[src/rtl/addbit_bist.sv]
// addbit_bist -- clocked built-in self-test engine for the 1-bit full adder
// `addbit`. It walks {a,b,ci} through all eight input combinations, waits a
// programmable settle time, samples {co,sum}, checks them against the
// full-adder truth table, counts mismatches and reports pass/fail.
//
// Parameters:
//   SETTLE  cycles between driving a vector and sampling the adder (1..15)
//   PASSES  full 8-vector sweeps per run (1..255)
//   ERR_W   width of the saturating error counter
//
// Ports:
//   clk, rst_n          clock (rising edge), asynchronous active-low reset
//   start               run request, honoured only while busy=0
//   busy, done          run in progress / one-cycle end-of-run pulse
//   pass                err_cnt==0 at end of run, held until next start
//   a, b, ci            registered stimulus to the adder ({a,b,ci}=vec_idx)
//   sum, co             adder response
//   err_cnt             saturating mismatch count
//   vec_idx             current vector index
//   fail_valid/vec/obs  first-failure capture
//
// Build option: define ADDBIT_BIST_FAIL_CAPTURE_EN to build the first-failure
// capture registers; without it the fail_* ports are tied to 0.

module addbit_bist #(
  parameter int SETTLE = 2,
  parameter int PASSES = 1,
  parameter int ERR_W  = 8
) (
  input  logic             clk,
  input  logic             rst_n,
  input  logic             start,
  output logic             busy,
  output logic             done,
  output logic             pass,
  output logic             a,
  output logic             b,
  output logic             ci,
  input  logic             sum,
  input  logic             co,
  output logic [ERR_W-1:0] err_cnt,
  output logic [2:0]       vec_idx,
  output logic             fail_valid,
  output logic [2:0]       fail_vec,
  output logic [1:0]       fail_obs
);

  typedef enum logic [1:0] {ST_IDLE, ST_SETTLE, ST_CHECK} state_t;

  localparam logic [3:0] WAIT_LOAD = 4'(SETTLE - 1);
  localparam logic [7:0] PASS_LAST = 8'(PASSES);

  state_t           state, state_nxt;
  logic [3:0]       wait_cnt;
  logic [7:0]       sweep;
  logic [1:0]       smp;        // {co,sum} registered at the sample edge
  logic             accept;
  logic             exp_sum, exp_co;
  logic             mismatch;
  logic             last_vec;
  logic             run_end;
  logic [7:0]       sweep_inc;
  logic [ERR_W-1:0] err_nxt;

  // The stimulus is the vector register itself, so it is glitch-free and
  // has no path from sum/co.
  assign {a, b, ci} = vec_idx;

  // NOTE: every signal assigned here gets a default first so no path leaves
  // it unassigned, which would infer a latch.
  always_comb begin
    state_nxt = state;
    accept    = (state == ST_IDLE) && start;
    exp_sum   = a ^ b ^ ci;
    exp_co    = (a & b) | (a & ci) | (b & ci);
    // The response was sampled on the edge that entered CHECK and the
    // driven vector is still held, so the comparison is fully registered.
    mismatch  = (state == ST_CHECK) && (smp != {exp_co, exp_sum});
    last_vec  = (vec_idx == 3'd7);
    sweep_inc = sweep + 8'd1;
    run_end   = last_vec && (sweep_inc == PASS_LAST);
    err_nxt   = err_cnt;
    if (mismatch && (err_cnt != {ERR_W{1'b1}}))
      err_nxt = err_cnt + 1'b1;

    case (state)
      ST_IDLE:   if (accept) state_nxt = ST_SETTLE;
      ST_SETTLE: if (wait_cnt == 4'd0) state_nxt = ST_CHECK;
      ST_CHECK:  state_nxt = run_end ? ST_IDLE : ST_SETTLE;
      default:   state_nxt = ST_IDLE;
    endcase
  end

  // NOTE: sequential state uses non-blocking assignments so every register
  // sees the pre-edge values of the others, independent of statement order.
  always_ff @(posedge clk or negedge rst_n) begin
    if (!rst_n) state <= ST_IDLE;
    else        state <= state_nxt;
  end

  // NOTE: every register here, including the internal sample, wait and sweep
  // registers, is reset so a mid-run reset leaves no stale run context.
  always_ff @(posedge clk or negedge rst_n) begin
    if (!rst_n) begin
      busy     <= 1'b0;
      done     <= 1'b0;
      pass     <= 1'b0;
      err_cnt  <= '0;
      vec_idx  <= 3'd0;
      wait_cnt <= 4'd0;
      sweep    <= 8'd0;
      smp      <= 2'b00;
    end else begin
      done <= 1'b0;
      smp  <= {co, sum};
      case (state)
        ST_IDLE: begin
          if (accept) begin
            busy     <= 1'b1;
            pass     <= 1'b0;
            err_cnt  <= '0;
            vec_idx  <= 3'd0;
            sweep    <= 8'd0;
            wait_cnt <= WAIT_LOAD;
          end
        end
        ST_SETTLE: begin
          if (wait_cnt != 4'd0) wait_cnt <= wait_cnt - 4'd1;
        end
        ST_CHECK: begin
          err_cnt <= err_nxt;
          if (run_end) begin
            vec_idx <= 3'd0;
            busy    <= 1'b0;
            done    <= 1'b1;
            pass    <= (err_nxt == '0);
          end else begin
            vec_idx  <= vec_idx + 3'd1;
            wait_cnt <= WAIT_LOAD;
            if (last_vec) sweep <= sweep_inc;
          end
        end
        default: ;
      endcase
    end
  end

`ifdef ADDBIT_BIST_FAIL_CAPTURE_EN
  // Only the first mismatch of a run is kept; later ones leave it alone.
  always_ff @(posedge clk or negedge rst_n) begin
    if (!rst_n) begin
      fail_valid <= 1'b0;
      fail_vec   <= 3'd0;
      fail_obs   <= 2'b00;
    end else if (accept) begin
      fail_valid <= 1'b0;
      fail_vec   <= 3'd0;
      fail_obs   <= 2'b00;
    end else if (mismatch && !fail_valid) begin
      fail_valid <= 1'b1;
      fail_vec   <= vec_idx;
      fail_obs   <= smp;
    end
  end
`else
  assign fail_valid = 1'b0;
  assign fail_vec   = 3'd0;
  assign fail_obs   = 2'b00;
`endif

endmodule
[config.mk]
export PLATFORM = sky130hd
export DESIGN_NAME = addbit_bist
export DESIGN_NICKNAME = d
export VERILOG_FILES = /design/src/rtl/addbit_bist.sv
export SDC_FILE = /design/constraint.sdc
export NUM_CORES = 1
export LEC_CHECK = 0
export CORE_ASPECT_RATIO = 1.4
export CORE_MARGIN = 1.5
export CORE_UTILIZATION = 59
export DETAILED_ROUTE_END_ITERATION = 10
export DONT_BUFFER_PORTS = 1
export GPL_ROUTABILITY_DRIVEN = 1
export GPL_TIMING_DRIVEN = 0
export PLACE_DENSITY = 0.84
export SYNTH_ARGS = -nofsm -noshare
export SYNTH_HDL_FRONTEND = slang
export SYNTH_SLANG_ARGS = --single-unit
[constraint.sdc]
create_clock -name clk -period 5.63 [get_ports clk]
set_clock_uncertainty 0.2 [all_clocks]
set_input_delay 0.563 -clock clk [delete_from_list [all_inputs] [get_ports clk]]
set_output_delay 0.563 -clock clk [all_outputs]
set_load 0.01 [all_outputs]
; Yosys cells after proc, flatten, opt, wreduce, memory -nomap -nowiden
; Cells that the tools add are included.
[word_totals]
word_cells = 72
out_inout_bits = 23
input_bits = 5
rom_bits = 0
latchBits = 0
ramBits = 0
register_bits = 30
memories = 0
[op_classes]
reduce_logical = 15
bitwise = 7
div_mod_pow = 0
mux = 25
magnitude_cmp = 0
multipliers = 0
shift = 0
addsub = 4
eq_ne = 12
[ops]
columns = cell, n
row1 = two-way mux 8 bit, 4
row2 = one-hot mux 8 bit (2 select lines), 2
row3 = "adder 8 x 1 -> 8 bit, second input constant", 2
row4 = two-way mux 4 bit, 3
row5 = "!= test 2 bit, second input constant", 6
row6 = one-hot mux 4 bit (3 select lines), 1
row7 = "equality test 8 x 1 -> 1 bit, second input constant", 1
row8 = zero test 8 bit, 1
row9 = "!= test 8 bit, second input constant", 1
row10 = AND reduction 4 bit, 2
row11 = two-way mux 1 bit, 7
row12 = two-way mux 3 bit, 2
row13 = one-hot mux 2 bit (3 select lines), 1
row14 = one-hot mux 3 bit (2 select lines), 1
row15 = logical AND 1 bit, 4
row16 = zero test 4 bit, 1
row17 = two-way mux 2 bit, 2
row18 = one-hot mux 1 bit (2 select lines), 2
row19 = AND reduction 2 bit, 2
row20 = nonzero test 4 bit, 1
row21 = "subtractor 4 x 1 -> 4 bit, second input constant", 1
row22 = "adder 3 x 1 -> 3 bit, second input constant", 1
row23 = bitwise AND 1 bit, 3
row24 = "equality test 3 bit, second input constant", 1
row25 = other kinds (9), 11

; Longest topological paths before layout
; Gate-level depths: netlist of run 1.
[depth]
word_depth = 10
mapped_depth = 8
mapped_depth_nobuf = 7

; Worst setup path after synthesis of run 1
; OpenSTA, ideal clock, no wires.
[synth_path]
kind = reg-to-reg
from = register sweep[0]
to = register wait_cnt[1]
setup_ps = 125
required_time_ps = 5305
synth_period_minus_slack_ps = 2625
arrival_ps = 2300
setup_slack_ps = 3005
path_stages_with_launch = 6
n_path_buf = 0
path_cell_list = dfrtp_1 -> ha_1 -> or4_4 -> a221o_2 -> a211oi_4 -> mux2_4
[synth_between]
elab_chain_cells = 5
[synth_lines]
columns = item, line_no
row1 = from (decl), 55  ; logic [7:0] sweep;
row2 = from (signal assigned), 140  ; if (last_vec) sweep <= sweep_inc;
row3 = adder 8 x 1 -> 8 bit, 80  ; sweep_inc = sweep + 8'd1;
row4 = equality test 8 x 1 -> 1 bit, 81  ; run_end = last_vec && (sweep_inc == PASS_LAST);
row5 = logical AND 1 bit, 81
row6 = != test 2 bit (no line), --
row7 = AND reduction 4 bit (no line), --
row8 = to (signal assigned), 128  ; if (wait_cnt != 4'd0) wait_cnt <= wait_cnt - 4'd1;
row9 = to (decl), 54  ; logic [3:0] wait_cnt;
; Every way passes these cells.
; A chain may end at the register's enable or synchronous reset.

; Worst setup path in the final report of run 1
; Same ends and word-level chain as after synthesis.

==> results.py, run 1 <==
metrics = {
    "setup_path": {
        "crit_type": "reg -> reg",
        "critPathMaxFanout": 8,
        "critPathBufInv": 0,
        "ff2ff_path_depth": 5,
        "cp_slowest_cell": "or4_4",
        "r2r-start": "sweep[0]",
        "critPathArrivalTime_ns": 2.80,
        "cp_top_family": "compound AO/OA/AOI/OAI gates",
        "reg2reg_setup_slack_ns": 2.80,
        "cpPeakStageDelay_ns": 0.58,
        "start_kind": "flip-flop",
        "crit_chain": "ha_1 > or4_4 > a221o_2 > a211oi_4 > mux2_4",
        "end_kind": "flip-flop",
        "worstPathRequired_ns": 5.60,
        "r2r-end": "wait_cnt[1]",
    },
    "synth": {
        "synth_area_leaders": "dfrtp_1 (38%), ha_1 (4.5%), buf_4 (3.4%), o21ai_0 (3.3%), a21oi_1 (3.1%)",
        "yosys-top-cells-count": "dfrtp_1 (30), inv_1 (15), nand2_1 (14), o21ai_0 (13)",
        "yosys.area.top_type": "dfrtp_1",
        "ys_types": 55,
        "postSynthAreaPerCell_sq_um": 9.23,
        "async_reset_ff_share_pct": 100,
        "ys_ff_latch": 30,
        "synthCells": 213,
        "seq_area_frac_synth_pct": 38.2,
        "yosysMostFrequentCell": "dfrtp_1",
        "netlist_area_sq_um": 1970,
        "ys_warn_count": 0,
        "synth_edf_count": 0,
        "ys.flop_type": "dfrtp_1",
        "synth_top_area_share_pct": 38.2,
    },
    "worst_hold_path": {
        "holdPathStages": 0,
        "hold_path_class": "in -> reg",
        "holdCritStartpoint": "sum",
        "hold_path_end": "smp[0]",
    },
    "run": {
        "maxCapViolCount": 0,
    },
    "global_routing": {
        "grt_start_max_net_pins": 31,
        "grt_pass1_vias": 1538,
        "grt_pass1_wl_mm": 7.02,
        "grt.overflow.total": 0,
        "grt_util_all_layers_pct": 25.5,
        "antenna_found_initial": 0,
    },
    "pwr": {
        "clockPowerShare_pct": 26.4,
        "total_power_mw": 0.804,
        "switching_power_mw": 0.302,
        "power_density_nw_per_um2": 370,
        "switching_share_pct": 37.5,
        "p_int_mw": 0.502,
        "pwr-share-comb_pct": 35.7,
        "ir_worst_vdd_v": 0.000322,
        "seq_power_share_pct": 37.8,
        "power_leakage_nw": 0.959,
    },
    "routing": {
        "dr.pass1.iters": 5,
        "vias": 1606,
        "viasPerCell": 6.01,
        "wirelength_mm": 4.15,
        "ant_nets": 0,
        "wl_per_cell_um": 15.5,
        "drc": 0,
        "drt_iter0_drc": 37,
    },
    "sta": {
        "fmax_mhz": 353,
        "period_needed_ns": 2.83,
        "hold_violations": 0,
        "setup_violations": 0,
        "setup_slack_ns": 2.80,
        "fin_setup_tns_ns": 0,
        "finalMaxSlewViolations": 0,
        "fin_crit_sh_pct": 50.3,
        "slew_headroom_pct": 59.4,
        "rsz0062_at_grt": "no",
        "tightest_slew_ns": 0.603,
    },
    "layout": {
        "nNetsFinal": 240,
        "drive_gt1_share_pct": 16.2,
        "area_growth_pct": 10.5,
        "num_antenna_cells": 0,
    },
    "cts": {
        "cts.htree.levels": 2,
        "cts_made_buffers": 5,
        "tritoncts": "built",
        "postCtsSetupRepairBufs": 0,
        "cts_hold_buffers": 2,
        "cts_sinks": 30,
        "clock_latency_ns": 0.29,
        "clk_pin_slew_ns": 0.07,
        "cts_resized": 0,
        "clk_path_buf_depth": 2,
        "cts-root-buf": "clkbuf_8",
    },
    "die": {
        "rows": 24,
        "dieWidth_um": 51.8,
        "io_pins": 28,
        "core_sq_um": 3150,
        "fp.dieH_um": 71.3,
        "dieArea_sq_um": 3690,
        "initial_core_util_pct": 62.3,
    },
    "placement": {
        "io_buffers": 0,
        "place_worst_setup_slack_ns": 2.82,
        "dp_hpwl_mm": 2.92,
        "place_congestion": 0.902,
    },
    "outcome": {
        "run_status": "completed",
    },
}
-- power groups by stage --
stage                     clock network, mW  registers (mW)  logic, mW
after global routing                  0.226           0.309      0.321
after global placement                    0           0.305      0.267
after floorplan                           0           0.294      0.227
after CTS                             0.217           0.303      0.287
final                                 0.212           0.304      0.287
after detailed placement                  0           0.306      0.277
-- per-layer routing --
metal	wire [um]	global-route usage (%)	vias up
met5	0	0	-
met4	101	11.1	0
met3	178	6.04	10
met2	2190	42.6	36
met1	1680	31.1	772
li1	-	-	788
-- area by class of cell --
cell class | count | area [sq um]
Buffer | 21 | 128
Fill cell | 280 | 981
Sequential cell | 30 | 751
Clock buffer | 5 | 68.8
Multi-Input combinational cell | 152 | 1050
Clock inverter | 3 | 40.0
Timing Repair Buffer | 2 | 30.0
Inverter | 15 | 56.3
Tap cell | 39 | 48.8
-- cells by family after synthesis --
group	count (synthesis)	synth area share, %
simple gates	68	18.8
buf+inv	36	9.36
other cells	1	0.191
fa+ha+maj	8	5.47
xor+xnor	5	2.23
mux	6	3.31
compound gates	59	22.5
flops	30	38.2
-- worst max-delay path by stage --
stage / start / endpoint / slack, ns / depth (start not counted)
floorplan: sweep[0] / wait_cnt[1] / 3.01 / 5
global placement: sweep[0] / wait_cnt[1] / 2.84 / 5
detailed placement: sweep[0] / wait_cnt[1] / 2.82 / 5
CTS: sweep[0] / wait_cnt[1] / 2.80 / 5
global route: vec_idx[2] / pass / 2.67 / 8
finish: sweep[0] / wait_cnt[1] / 2.80 / 5
-- sequential cells by signal, indices dropped and copies added (netlist names) --
register  cells
pass          1
busy          1
err_cnt       8
state         2
wait_cnt      4
done          1
sweep         8
vec_idx       3
smp           2
-- placed cells by master (no fill, tap or decap), drive strengths merged, types with 3 or more instances in the layout --
| cell type | Yosys | final |
|---|---|---|
| a211oi | 4 | 4 |
| a21oi | 12 | 12 |
| a31o | 5 | 5 |
| a31oi | 3 | 3 |
| and3 | 5 | 5 |
| buf | 15 | 16 |
| clkbuf | 6 | 11 |
| conb | 1 | 6 |
| dfrtp | 30 | 30 |
| ha | 7 | 7 |
| inv | 15 | 15 |
| mux2i | 5 | 5 |
| nand2 | 14 | 14 |
| nand2b | 4 | 4 |
| nand3 | 12 | 12 |
| nor2 | 11 | 11 |
| nor3 | 4 | 4 |
| o211ai | 3 | 3 |
| o21ai | 13 | 13 |
| o221ai | 3 | 3 |
| or4 | 4 | 4 |
| xnor2 | 3 | 3 |
-- per-stage QoR --
stage	instance area, sq um	hold slack [ns]	cells	utilization (%)
floorplan	1980	0.0674	218	-
global placement	2030	0.0680	257	64.5
detailed placement	2030	0.0680	257	64.5
CTS	2170	0.0899	267	68.9
global route	2170	0.0853	267	68.9
finish	2170	0.0965	267	68.9
-- worst register-to-register path: stages, from the launching register on --
cell      delay [ns]
dfrtp_1         0.43
ha_1            0.32
or4_4           0.58
a221o_2         0.51
a211oi_4        0.35
mux2_4          0.33
No activity file was read; power rests on OpenSTA's default activity.
==> inputs of run 2 (changes only) <==
- CORE_UTILIZATION: 59 -> 57
- clock period: 5.63 -> 2.59 ns (I/O delays scaled with it)
==> results.py, run 2 (same netlist as run 1, synthesis figures left out) <==
metrics = {
    "outcome": {
        "run_status": "finished, violations left",
        "violations": "setup timing",
    },
    "routing": {
        "drt_iter0_drc": 66,
        "dr.pass1.iters": 4,
        "viasPerCell": 6.17,
        "wl_per_cell_um": 17.0,
        "drc": 0,
        "wirelength_mm": 4.72,
        "vias": 1716,
        "ant_nets": 0,
    },
    "layout": {
        "finish.instance_area_sq_um": 2340,
        "final_cell_mix": "dfrtp_1 (23), buf_4 (19), nand2_1 (14)",
        "final_common_cell": "dfrtp_1",
        "reg.largest.list": "err_cnt: 8 flops, sweep: 8 flops, wait_cnt: 4 flops",
        "post-route-util_pct": 69.9,
        "area_growth_pct": 19.0,
        "nNetsFinal": 250,
        "instances_no_fill": 278,
        "num_antenna_cells": 0,
        "fillers": 250,
        "drive_gt1_share_pct": 24.8,
    },
    "pwr": {
        "ir_worst_vdd_v": 0.000671,
        "p_int_mw": 1.28,
        "switching_share_pct": 34.7,
        "switching_power_mw": 0.682,
        "clockPowerShare_pct": 30.6,
        "seq_power_share_pct": 34.0,
        "power_density_nw_per_um2": 840,
        "power_leakage_nw": 1.03,
        "pwr-share-comb_pct": 35.4,
    },
    "die": {
        "initial_core_util_pct": 58.7,
        "fp.dieH_um": 72.5,
        "dieArea_sq_um": 3810,
        "dieWidth_um": 52.6,
        "io_pins": 28,
        "core_sq_um": 3350,
        "rows": 25,
    },
    "sta": {
        "hold_violations": 0,
        "fmax_mhz": 381,
        "fin_crit_sh_pct": 101,
        "finalMaxSlewViolations": 0,
        "fin_setup_tns_ns": -0.0350,
        "setup_slack_ns": -0.0350,
        "period_needed_ns": 2.62,
        "rsz0062_at_grt": "yes",
        "setup_violations": 1,
    },
    "worst_hold_path": {
        "holdPathStages": 3,
        "holdCritStartpoint": "start",
        "hold_path_end": "vec_idx[0]",
        "hold_path_class": "in -> reg",
    },
    "placement": {
        "dpl-instance-area_sq_um": 2040,
        "placed_cells": 258,
        "place_congestion": 0.917,
        "dp_hpwl_mm": 3.00,
        "io_buffers": 0,
    },
    "setup_path": {
        "reg2reg_setup_slack_ns": -0.03,
        "r2r-start": "sweep[1]",
        "ff2ff_path_depth": 6,
        "critPathMaxFanout": 7,
        "end_kind": "flip-flop",
        "start_kind": "flip-flop",
        "r2r-end": "wait_cnt[1]",
        "crit_type": "reg -> reg",
        "critPathArrivalTime_ns": 2.60,
        "worstPathRequired_ns": 2.57,
    },
    "global_routing": {
        "grt.overflow.total": 0,
        "grt_pass1_vias": 1731,
        "grt_util_all_layers_pct": 27.0,
        "antenna_found_initial": 0,
        "grt_start_max_net_pins": 31,
        "grt_pass1_wl_mm": 7.62,
    },
    "cts": {
        "tritoncts": "built",
        "cts-root-buf": "clkbuf_8",
        "clk_path_buf_depth": 2,
        "cts.htree.levels": 2,
        "cts_sinks": 30,
        "cts_made_buffers": 5,
        "clk_pin_slew_ns": 0.07,
        "clock_latency_ns": 0.29,
    },
    "run": {
        "maxCapViolCount": 0,
    },
}
-- run 2: cell types whose count changed in the layout (fill, tap and decap cells not counted), sizes merged --
| cell | previous run | this run |
|---|---|---|
| dlygate4sd3 | 1 | 3 |
| bufinv | 1 | 2 |
| buf | 16 | 25 |
| clkinv | 2 | 0 |
-- run 2: worst max-delay path by stage --
stage / cells past startpoint / end / slack, ns / from
floorplan: 5 / wait_cnt[1] / 0.02 / sweep[0]
global placement: 5 / wait_cnt[1] / -0.13 / sweep[0]
detailed placement: 5 / wait_cnt[1] / -0.16 / sweep[0]
CTS: 5 / wait_cnt[1] / 0.002 / sweep[1]
global route: 6 / wait_cnt[1] / -0.04 / sweep[1]
finish: 6 / wait_cnt[1] / -0.03 / sweep[1]
-- run 2: per-layer routing --
layer | vias up | track usage (%) | wire (um)
li1 | 808 | - | -
met1 | 842 | 30.5 | 1830
met2 | 48 | 45.1 | 2530
met3 | 18 | 7.00 | 201
met4 | 0 | 15.4 | 166
met5 | - | 0 | 0
-- run 2: power by group through the flow --
stage	Sequential, mW	Clock, mW	Combinational, mW
floorplan	0.640	0	0.493
global placement	0.667	0	0.578
detailed placement	0.668	0	0.598
CTS	0.661	0.612	0.675
global route	0.680	0.630	0.773
finish	0.668	0.600	0.696
-- run 2: what timing repair did --
| item | CTS | global route |
|---|---|---|
| hold endpoints to repair | 32 | 0 |
| hold buffers | 4 | 0 |
| pin swaps | 3 | 11 |
| resized for setup | 7 | 10 |
| setup buffers | 4 | 6 |
| setup endpoints to repair | 10 | 9 |
-- run 2: worst max-delay path, stage by stage, from the launching register on --
cell,delay [ns]
dfrtp_2,0.45
ha_4,0.20
nor3_1,0.30
o211ai_1,0.25
a221o_2,0.48
a211oi_4,0.31
mux2_4,0.32
-- run 2: final cells by class --
class                           instances  area, sq um  share of cell area (%)
Buffer                                 19          129                    5.51
Multi-Input combinational cell        152         1080                    46.0
Tap cell                               40         50.0                    2.14
Clock buffer                            6         82.6                    3.53
Sequential cell                        30          759                    32.5
Clock inverter                          2         60.1                    2.57
Timing Repair Buffer                   14          125                    5.35
Inverter                               15         56.3                    2.41
-- run 2: metrics by stage --
step	power, mW	setup slack [ns]	hold slack [ns]
floorplan	1.13	0.0169	-0.237
global placement	1.25	-0.134	-0.236
detailed placement	1.27	-0.160	-0.236
CTS	1.95	0.00181	0.132
global route	2.08	-0.0359	0.172
finish	1.96	-0.0350	0.136
